File: src/rtl/cic_comp_fir_if.sv
// cic_comp_fir_if: sample/coefficient/status bundle for the CIC droop-compensation FIR.
interface cic_comp_fir_if #(
  parameter int WIDTH      = 16,
  parameter int COEF_WIDTH = 16,
  parameter int AW         = 3
);
  logic                         in_valid;
  logic signed [WIDTH-1:0]      in_data;
  logic                         coef_wr;
  logic [AW-1:0]                coef_addr;
  logic signed [COEF_WIDTH-1:0] coef_data;
  logic                         clear_status;
  logic                         out_valid;
  logic signed [WIDTH-1:0]      out_data;
  logic                         busy;
  logic                         overrun;
  logic                         coef_err;
  modport master (
    output in_valid, in_data, coef_wr, coef_addr, coef_data, clear_status,
    input  out_valid, out_data, busy, overrun, coef_err
  );
  modport slave (
    input  in_valid, in_data, coef_wr, coef_addr, coef_data, clear_status,
    output out_valid, out_data, busy, overrun, coef_err
  );
endinterface

File: src/rtl/cic_comp_fir.sv
// cic_comp_fir: symmetric odd-length droop-compensation FIR, one pre-added multiply per cycle.
// Define CIC_COMP_FIR_SAT_EN to saturate out_data instead of wrapping.
module cic_comp_fir #(
  parameter int WIDTH      = 16,
  parameter int N_TAPS     = 11,
  parameter int COEF_WIDTH = 16,
  parameter int COEF_FRAC  = 14
) (
  input logic           clk,
  input logic           reset,
  cic_comp_fir_if.slave bus
);
  localparam int H     = (N_TAPS + 1) / 2;
  localparam int AW    = (H > 1) ? $clog2(H) : 1;
  localparam int KW    = $clog2(H + 1);
  localparam int PW    = $clog2(N_TAPS);
  localparam int PRW   = WIDTH + 1 + COEF_WIDTH;
  localparam int ACC_W = PRW + AW;
  typedef enum logic [1:0] {IDLE, WRITE, MAC, ROUND} state_t;
  state_t                       r_state, w_next;
  logic signed [WIDTH-1:0]      r_buf [N_TAPS];
  logic signed [COEF_WIDTH-1:0] r_coef [H];
  logic [PW-1:0]                r_wp;
  logic [KW-1:0]                r_k;
  logic signed [WIDTH-1:0]      r_in;
  logic signed [PRW-1:0]        r_prod;
  logic signed [ACC_W-1:0]      r_acc;
  logic signed [WIDTH-1:0]      r_out;
  logic                         r_out_valid, r_overrun, r_coef_err;
  logic                         w_busy, w_centre;
  logic [PW:0]                  w_ia_raw, w_ib_raw;
  logic [PW-1:0]                w_ia, w_ib;
  logic [AW-1:0]                w_ci;
  logic signed [WIDTH-1:0]      w_xb;
  logic signed [WIDTH:0]        w_pre;
  logic signed [PRW-1:0]        w_mul;
  logic signed [ACC_W-1:0]      w_rnd, w_y;
  logic signed [WIDTH-1:0]      w_y_n;
  // Pointer already advanced past the newest sample: x[k] at wp-1-k, x[N-1-k] at wp+k.
  assign w_ia_raw = {1'b0, r_wp} + (PW+1)'(N_TAPS - 1) - (PW+1)'(r_k);
  assign w_ib_raw = {1'b0, r_wp} + (PW+1)'(r_k);
  assign w_ia     = (w_ia_raw >= (PW+1)'(N_TAPS)) ? PW'(w_ia_raw - (PW+1)'(N_TAPS)) : w_ia_raw[PW-1:0];
  assign w_ib     = (w_ib_raw >= (PW+1)'(N_TAPS)) ? PW'(w_ib_raw - (PW+1)'(N_TAPS)) : w_ib_raw[PW-1:0];
  assign w_centre = (r_k == KW'(H - 1));
  assign w_xb     = w_centre ? '0 : r_buf[w_ib];
  assign w_pre    = (WIDTH+1)'(r_buf[w_ia]) + (WIDTH+1)'(w_xb);
  assign w_ci     = (r_k < KW'(H)) ? AW'(r_k) : '0;
  assign w_mul    = PRW'(w_pre) * PRW'(r_coef[w_ci]);
  assign w_rnd    = r_acc + ACC_W'(2 ** (COEF_FRAC - 1));
  assign w_y      = w_rnd >>> COEF_FRAC;
`ifdef CIC_COMP_FIR_SAT_EN
  localparam logic signed [ACC_W-1:0] Y_MAX = {{(ACC_W-WIDTH+1){1'b0}}, {(WIDTH-1){1'b1}}};
  localparam logic signed [ACC_W-1:0] Y_MIN = ~Y_MAX;
  assign w_y_n = (w_y > Y_MAX) ? Y_MAX[WIDTH-1:0] : (w_y < Y_MIN) ? Y_MIN[WIDTH-1:0] : w_y[WIDTH-1:0];
`else
  assign w_y_n = w_y[WIDTH-1:0];
`endif
  assign w_busy = (r_state != IDLE);
  always_comb begin
    w_next = r_state;
    case (r_state)
      IDLE:    w_next = bus.in_valid ? WRITE : IDLE;
      WRITE:   w_next = MAC;
      MAC:     w_next = (r_k == KW'(H)) ? ROUND : MAC;
      default: w_next = IDLE;
    endcase
  end
  always_ff @(posedge clk or negedge reset)
    if (!reset) r_state <= IDLE;
    else        r_state <= w_next;
  // MAC runs H+1 cycles: the product is registered, so the last one is absorbed a cycle late.
  always_ff @(posedge clk or negedge reset) begin
    if (!reset) begin
      r_wp        <= '0;
      r_k         <= '0;
      r_in        <= '0;
      r_prod      <= '0;
      r_acc       <= '0;
      r_out       <= '0;
      r_out_valid <= 1'b0;
      r_overrun   <= 1'b0;
      r_coef_err  <= 1'b0;
      for (int i = 0; i < N_TAPS; i++) r_buf[i] <= '0;
      for (int i = 0; i < H; i++) r_coef[i] <= (i == H - 1) ? COEF_WIDTH'(2 ** COEF_FRAC) : '0;
    end else begin
      r_out_valid <= (r_state == ROUND);
      if (r_state == IDLE && bus.in_valid) r_in <= bus.in_data;
      if (r_state == WRITE) begin
        r_buf[r_wp] <= r_in;
        r_wp        <= (r_wp == PW'(N_TAPS - 1)) ? '0 : r_wp + PW'(1);
        r_k         <= '0;
        r_prod      <= '0;
        r_acc       <= '0;
      end
      if (r_state == MAC) begin
        r_k    <= r_k + KW'(1);
        r_prod <= w_mul;
        r_acc  <= r_acc + ACC_W'(r_prod);
      end
      if (r_state == ROUND) r_out <= w_y_n;
      if (bus.coef_wr && !w_busy && ({1'b0, bus.coef_addr} < (AW+1)'(H)))
        r_coef[bus.coef_addr] <= bus.coef_data;
      r_overrun  <= (bus.in_valid & w_busy) | (r_overrun & ~bus.clear_status);
      r_coef_err <= (bus.coef_wr & w_busy) | (r_coef_err & ~bus.clear_status);
    end
  end
  assign bus.out_valid = r_out_valid;
  assign bus.out_data  = r_out;
  assign bus.busy      = w_busy;
  assign bus.overrun   = r_overrun;
  assign bus.coef_err  = r_coef_err;
endmodule

File: src/flat_wrapper.sv
// flat-port wrapper written by rule: the top's interface ports become plain ports
module cic_comp_fir_flat 
#(
  parameter int WIDTH      = 16,
  parameter int N_TAPS     = 11,
  parameter int COEF_WIDTH = 16,
  parameter int COEF_FRAC  = 14
)
  (clk, reset, bus_in_valid, bus_in_data, bus_coef_wr, bus_coef_addr, bus_coef_data, bus_clear_status, bus_out_valid, bus_out_data, bus_busy, bus_overrun, bus_coef_err);
  cic_comp_fir_if #(.WIDTH(WIDTH), .COEF_WIDTH(COEF_WIDTH), .AW(3)) bus_i ();
  input logic clk;
  input logic reset;
  input wire logic [$bits(bus_i.in_valid)-1:0] bus_in_valid;
  input wire logic [$bits(bus_i.in_data)-1:0] bus_in_data;
  input wire logic [$bits(bus_i.coef_wr)-1:0] bus_coef_wr;
  input wire logic [$bits(bus_i.coef_addr)-1:0] bus_coef_addr;
  input wire logic [$bits(bus_i.coef_data)-1:0] bus_coef_data;
  input wire logic [$bits(bus_i.clear_status)-1:0] bus_clear_status;
  output wire logic [$bits(bus_i.out_valid)-1:0] bus_out_valid;
  output wire logic [$bits(bus_i.out_data)-1:0] bus_out_data;
  output wire logic [$bits(bus_i.busy)-1:0] bus_busy;
  output wire logic [$bits(bus_i.overrun)-1:0] bus_overrun;
  output wire logic [$bits(bus_i.coef_err)-1:0] bus_coef_err;
  assign bus_i.in_valid = bus_in_valid;
  assign bus_i.in_data = bus_in_data;
  assign bus_i.coef_wr = bus_coef_wr;
  assign bus_i.coef_addr = bus_coef_addr;
  assign bus_i.coef_data = bus_coef_data;
  assign bus_i.clear_status = bus_clear_status;
  assign bus_out_valid = bus_i.out_valid;
  assign bus_out_data = bus_i.out_data;
  assign bus_busy = bus_i.busy;
  assign bus_overrun = bus_i.overrun;
  assign bus_coef_err = bus_i.coef_err;
  cic_comp_fir #(.WIDTH(WIDTH), .N_TAPS(N_TAPS), .COEF_WIDTH(COEF_WIDTH), .COEF_FRAC(COEF_FRAC)) u_core (.clk(clk), .reset(reset), .bus(bus_i));
endmodule
File: config.mk
export PLATFORM = sky130hd
export DESIGN_NAME = cic_comp_fir_flat
export DESIGN_NICKNAME = d
export VERILOG_FILES = /design/src/rtl/cic_comp_fir_if.sv /design/src/rtl/cic_comp_fir.sv /design/src/flat_wrapper.sv
export SDC_FILE = /design/constraint.sdc
export NUM_CORES = 2
export LEC_CHECK = 0
export ABC_AREA = 1
export CORE_ASPECT_RATIO = 1.25
export CORE_MARGIN = 3
export CORE_UTILIZATION = 40
export CTS_BUF_LIST = sky130_fd_sc_hd__clkbuf_8
export CTS_CLUSTER_SIZE = 30
export DETAILED_ROUTE_END_ITERATION = 8
export SYNTH_ARGS = -nofsm -noshare
export SYNTH_HDL_FRONTEND = slang
export SYNTH_SLANG_ARGS = --single-unit
File: constraint.sdc
create_clock -name clk -period 11.3 [get_ports clk]
set_input_delay 2.26 -clock clk [delete_from_list [all_inputs] [get_ports clk]]
set_output_delay 2.26 -clock clk [all_outputs]
set_load 0.05 [all_outputs]
==> results list <==
* Status: finished, final reports clean
- Total negative slack: 0 ns
- RSZ-0062 raised after global routing: false
- Number of flops mapped to enable cells by yosys: 0
- Final Setup Violations: 0
- Cell type with the largest total area after synthesis: sky130_fd_sc_hd__dfrtp_1
- R2R cell count: 43
- The final hold violation count came to 0.
- After legalization and detailed placement, the total HPWL measured 66.3 mm.
- By area, the combinational part of the netlist is dominated by adder cells.
- TritonCTS created 68 clock buffers.
* Total placed instance area: 0.0323 mm²
- After detailed routing, the number of vias per cell comes to 5.30.
- Starting DRT DRC Count: approximately 2000
- Fraction of synthesis flops using an asynchronous set or reset pin: 100%
- Share of the synthesized area in compound gates (AO/OA/AOI/OAI): 14.4%
- Clock insertion delay at the later pin of the skew report: around 0.69 ns
- Relative max-transition margin: 30.2%
- Of the total synthesized cell area, the portion taken by XOR and XNOR cells is 1.83%.
* Longest Clk Path Bufs: 3
- Cells after synthesis: 3998
- Total number of nets in the final design: 4457
- Number of levels in the clock H-tree: 3
- Worst setup path class: flop to flop
- Required time at the worst-slack endpoint: 11.87 ns
- Die Area: 0.0798 mm²
- From left edge to right edge, the die measures 253 µm.
- Biggest area contributors in the synthesized netlist: sky130_fd_sc_hd__dfrtp_1, sky130_fd_sc_hd__fa_1, sky130_fd_sc_hd__nand2_1
* Overflow after GRT: 0
* Wirelength per Cell: roughly 18 µm
- Cell at the slowest stage of the critical path: sky130_fd_sc_hd__fa_1
* Hold-fix buffers, CTS: 0
- At the pin with the least slew margin, the transition time is 1.05 ns.
- The clock period could shrink to 10.65 ns.
- The portion of synthesized area spent on multiplexers is 0%.
* Top-count cell post-synth: sky130_fd_sc_hd__nand2_1
- Delay contributed by the slowest stage of the critical path: 0.61 ns
- Final wirelength: ~93 mm
- The worst register-to-register path begins at u_core.r_wp[1].
- In this run the worst path has a maximum fanout of 10.
- 60 I/O pins were placed.
- GRT Total Usage: around a quarter
- Clock input transition at the sequential cells of the worst setup and hold paths: 0.06 ns
- Relative to the synthesized area, the layout overhead comes to 10.5%.
- Final Instance Area: 0.0338 mm²
* Gpl congestion: roughly 0.93
* Type of origin of the critical path: flop
* Number of slew-limit violations in the final report: 0
* HP Start: u_core.bus.out_data[11]
* Slack of the worst reg-to-reg path: approximately 0.65 ns
* CTS Root Buffer Type: sky130_fd_sc_hd__clkbuf_8
- Sink count of the clock tree: 376
- Starting density of the core: 40.6%
- Synth Register Bits: 376
- The worst setup path is captured at a flop.
* Maximum number of pins on one net before global-route repair: approximately 150
* Kind of path behind the tightest hold check: flop to flop
- Syn Area/Cell: 7.65 µm²
- Row generation in the floorplan step produced 112 rows.
- Share of post-route cells with drive strength above 1: 5.97%
- Largest clock skew in the final design: 0.0365 ns
- Share of the yosys chip area belonging to registers: 30.8%
- Clock tree from TritonCTS: built
- Summing every instance area after synthesis gives 0.0306 mm².
- In the routed design, unresolved DRC markers number 0.
- Derived from the worst setup path, the maximum achievable clock frequency is ~0.094 GHz.
- Port-buffer cells: 59
* Net count after synthesis: between 4000 and 5000
- DRT Pass-1 Iters: 6
- Data on the critical path arrives at its endpoint at 11.22 ns.
* Vias after detailed routing: 26700
- Remaining number of nets flagged by the antenna check after routing: 0
- In this run the standard cell core region covers 0.0753 mm².
- For hold timing, the worst endpoint is u_core.bus.out_data[11].
- Among all flip-flop cells after synthesis, the most frequent one is sky130_fd_sc_hd__dfrtp_1.
- Across the run, the number of max-cap violations was 0.
* Capture instance of the worst register-to-register path: u_core.r_prod[27]
- Area fraction in and, or, nand and nor cells after synthesis: 21.1%
* Adder and majority gate portion of the synthesized area: 22.4%
- Chip height: about 320 µm
* Netlist cell types: 50
- The number of global-route vias before repair came to about 27000.
- Wire length of the first global-routing pass: 149 mm
- Top cell type's share of synthesized area: a little under a third
- The Yosys step of the flow raised 0 warnings.
* Number of cells on the worst hold path: 2
- After layout, the worst path uses 94.2% of the clock period.
* Most used standard cells in the synthesized netlist: sky130_fd_sc_hd__nand2_1, sky130_fd_sc_hd__inv_1, sky130_fd_sc_hd__o21ai_0
- The cell that appears most often on the critical path is sky130_fd_sc_hd__fa_1.
- Antenna violations before repair: 1
final cells by class:
class,count,area [µm²]
Tap cell,969,1210
Sequential cell,376,9410
Clock buffer,88,1210
Multi-Input combinational cell,2879,18400
Clock inverter,33,231
Timing Repair Buffer,135,1240
Inverter,559,2110
Antenna cell,1,2.50
Fill cell,7484,41500
layout by cell type, fill, tap and decap left out, types with 4 or more instances in the layout:
master / instances
sky130_fd_sc_hd__o31ai_1: 6
sky130_fd_sc_hd__a22o_1: 20
sky130_fd_sc_hd__or2_2: 8
sky130_fd_sc_hd__nor3_1: 13
sky130_fd_sc_hd__inv_1: 555
sky130_fd_sc_hd__clkinv_2: 7
sky130_fd_sc_hd__a21oi_1: 200
sky130_fd_sc_hd__a31o_2: 5
sky130_fd_sc_hd__o21ai_0: 447
sky130_fd_sc_hd__a31oi_1: 15
sky130_fd_sc_hd__nor3_2: 5
sky130_fd_sc_hd__o22ai_1: 6
sky130_fd_sc_hd__ha_1: 148
sky130_fd_sc_hd__inv_2: 11
sky130_fd_sc_hd__buf_4: 70
sky130_fd_sc_hd__nand2_1: 1029
sky130_fd_sc_hd__o21ai_2: 4
sky130_fd_sc_hd__a22oi_1: 4
sky130_fd_sc_hd__clkbuf_8: 88
sky130_fd_sc_hd__dfrtp_1: 374
sky130_fd_sc_hd__a32o_1: 10
sky130_fd_sc_hd__xor2_2: 5
sky130_fd_sc_hd__nor2_1: 367
sky130_fd_sc_hd__xor2_1: 40
sky130_fd_sc_hd__a21o_1: 11
sky130_fd_sc_hd__buf_12: 6
sky130_fd_sc_hd__fa_1: 249
sky130_fd_sc_hd__o21ai_1: 14
sky130_fd_sc_hd__xnor2_1: 8
sky130_fd_sc_hd__clkdlybuf4s50_1: 58
sky130_fd_sc_hd__clkinvlp_4: 7
sky130_fd_sc_hd__o21bai_1: 8
sky130_fd_sc_hd__o221ai_1: 33
sky130_fd_sc_hd__clkinv_1: 7
sky130_fd_sc_hd__nand4_1: 17
sky130_fd_sc_hd__nand3_1: 171
sequential cells by signal, summed over array words and instances (netlist names):
name / cells
u_core.r_prod: 30
u_core.bus.out_data: 16
u_core.r_buf: 176
u_core.r_wp: 4
u_core.r_k: 3
u_core.bus.out_valid: 1
u_core.r_in: 16
u_core.r_state: 2
u_core.r_coef: 96
u_core.r_acc: 30
u_core.bus.coef_err: 1
u_core.bus.overrun: 1
critical path: cells and delay by family (launching register included):
kind,cells,cell delay [ns]
fa+ha+maj,12,5.30
simple gates,15,2.23
buf+inv,8,1.13
compound gates,6,0.74
xor+xnor,2,0.69
flops,1,0.42
cell families (layout without fill, tap and decap cells):
| kind of cell | count (synthesis) | in the layout |
|---|---|---|
| simple gates | 1629 | 1629 |
| compound gates | 796 | 796 |
| buf+inv | 743 | 815 |
| fa+ha+maj | 398 | 398 |
| flops | 376 | 376 |
| xor+xnor | 56 | 56 |
| other cells | 0 | 1 |
timing repair:
item,4_1_cts,5_1_grt
buffers inserted,0,2
resized for setup,0,18
endpoints found under the setup margin,0,15
layer usage:
layer | global-route usage (%) | part of all wire, % | up-vias
met4 | 10.6 | 4.5 | 0
met1 | 30.5 | 42 | 12800
li1 | - | - | 12700
met5 | 0 | 0 | -
met3 | 3.70 | 6.3 | 236
met2 | 39.7 | 48 | 923
worst max path at each step:
stage	start	endpoint	slack (ns)	depth (start not counted)
CTS	u_core.r_wp[1]	u_core.r_prod[22]	0.29	45
global placement	u_core.r_wp[1]	u_core.r_prod[22]	0.43	46
global route	u_core.r_wp[1]	u_core.r_prod[27]	0.08	48
detailed placement	u_core.r_wp[1]	u_core.r_prod[22]	0.29	46
floorplan	u_core.r_wp[1]	u_core.r_prod[27]	1.33	47
finish	u_core.r_wp[1]	u_core.r_prod[27]	0.65	43
stage by stage:
step                hold WS, ns  utilization, %  setup slack [ns]  instances
finish                    0.472            44.9             0.653       5040
global route              0.492            44.9            0.0784       5040
floorplan                 0.444               -              1.33       3998
global placement          0.461            42.9             0.430       4916
detailed placement        0.464            42.9             0.285       4916
CTS                       0.480            44.8             0.291       5037
Power is not shown: default switching activity piles up to over one toggle a cycle in this logic, so the estimate is an artifact.
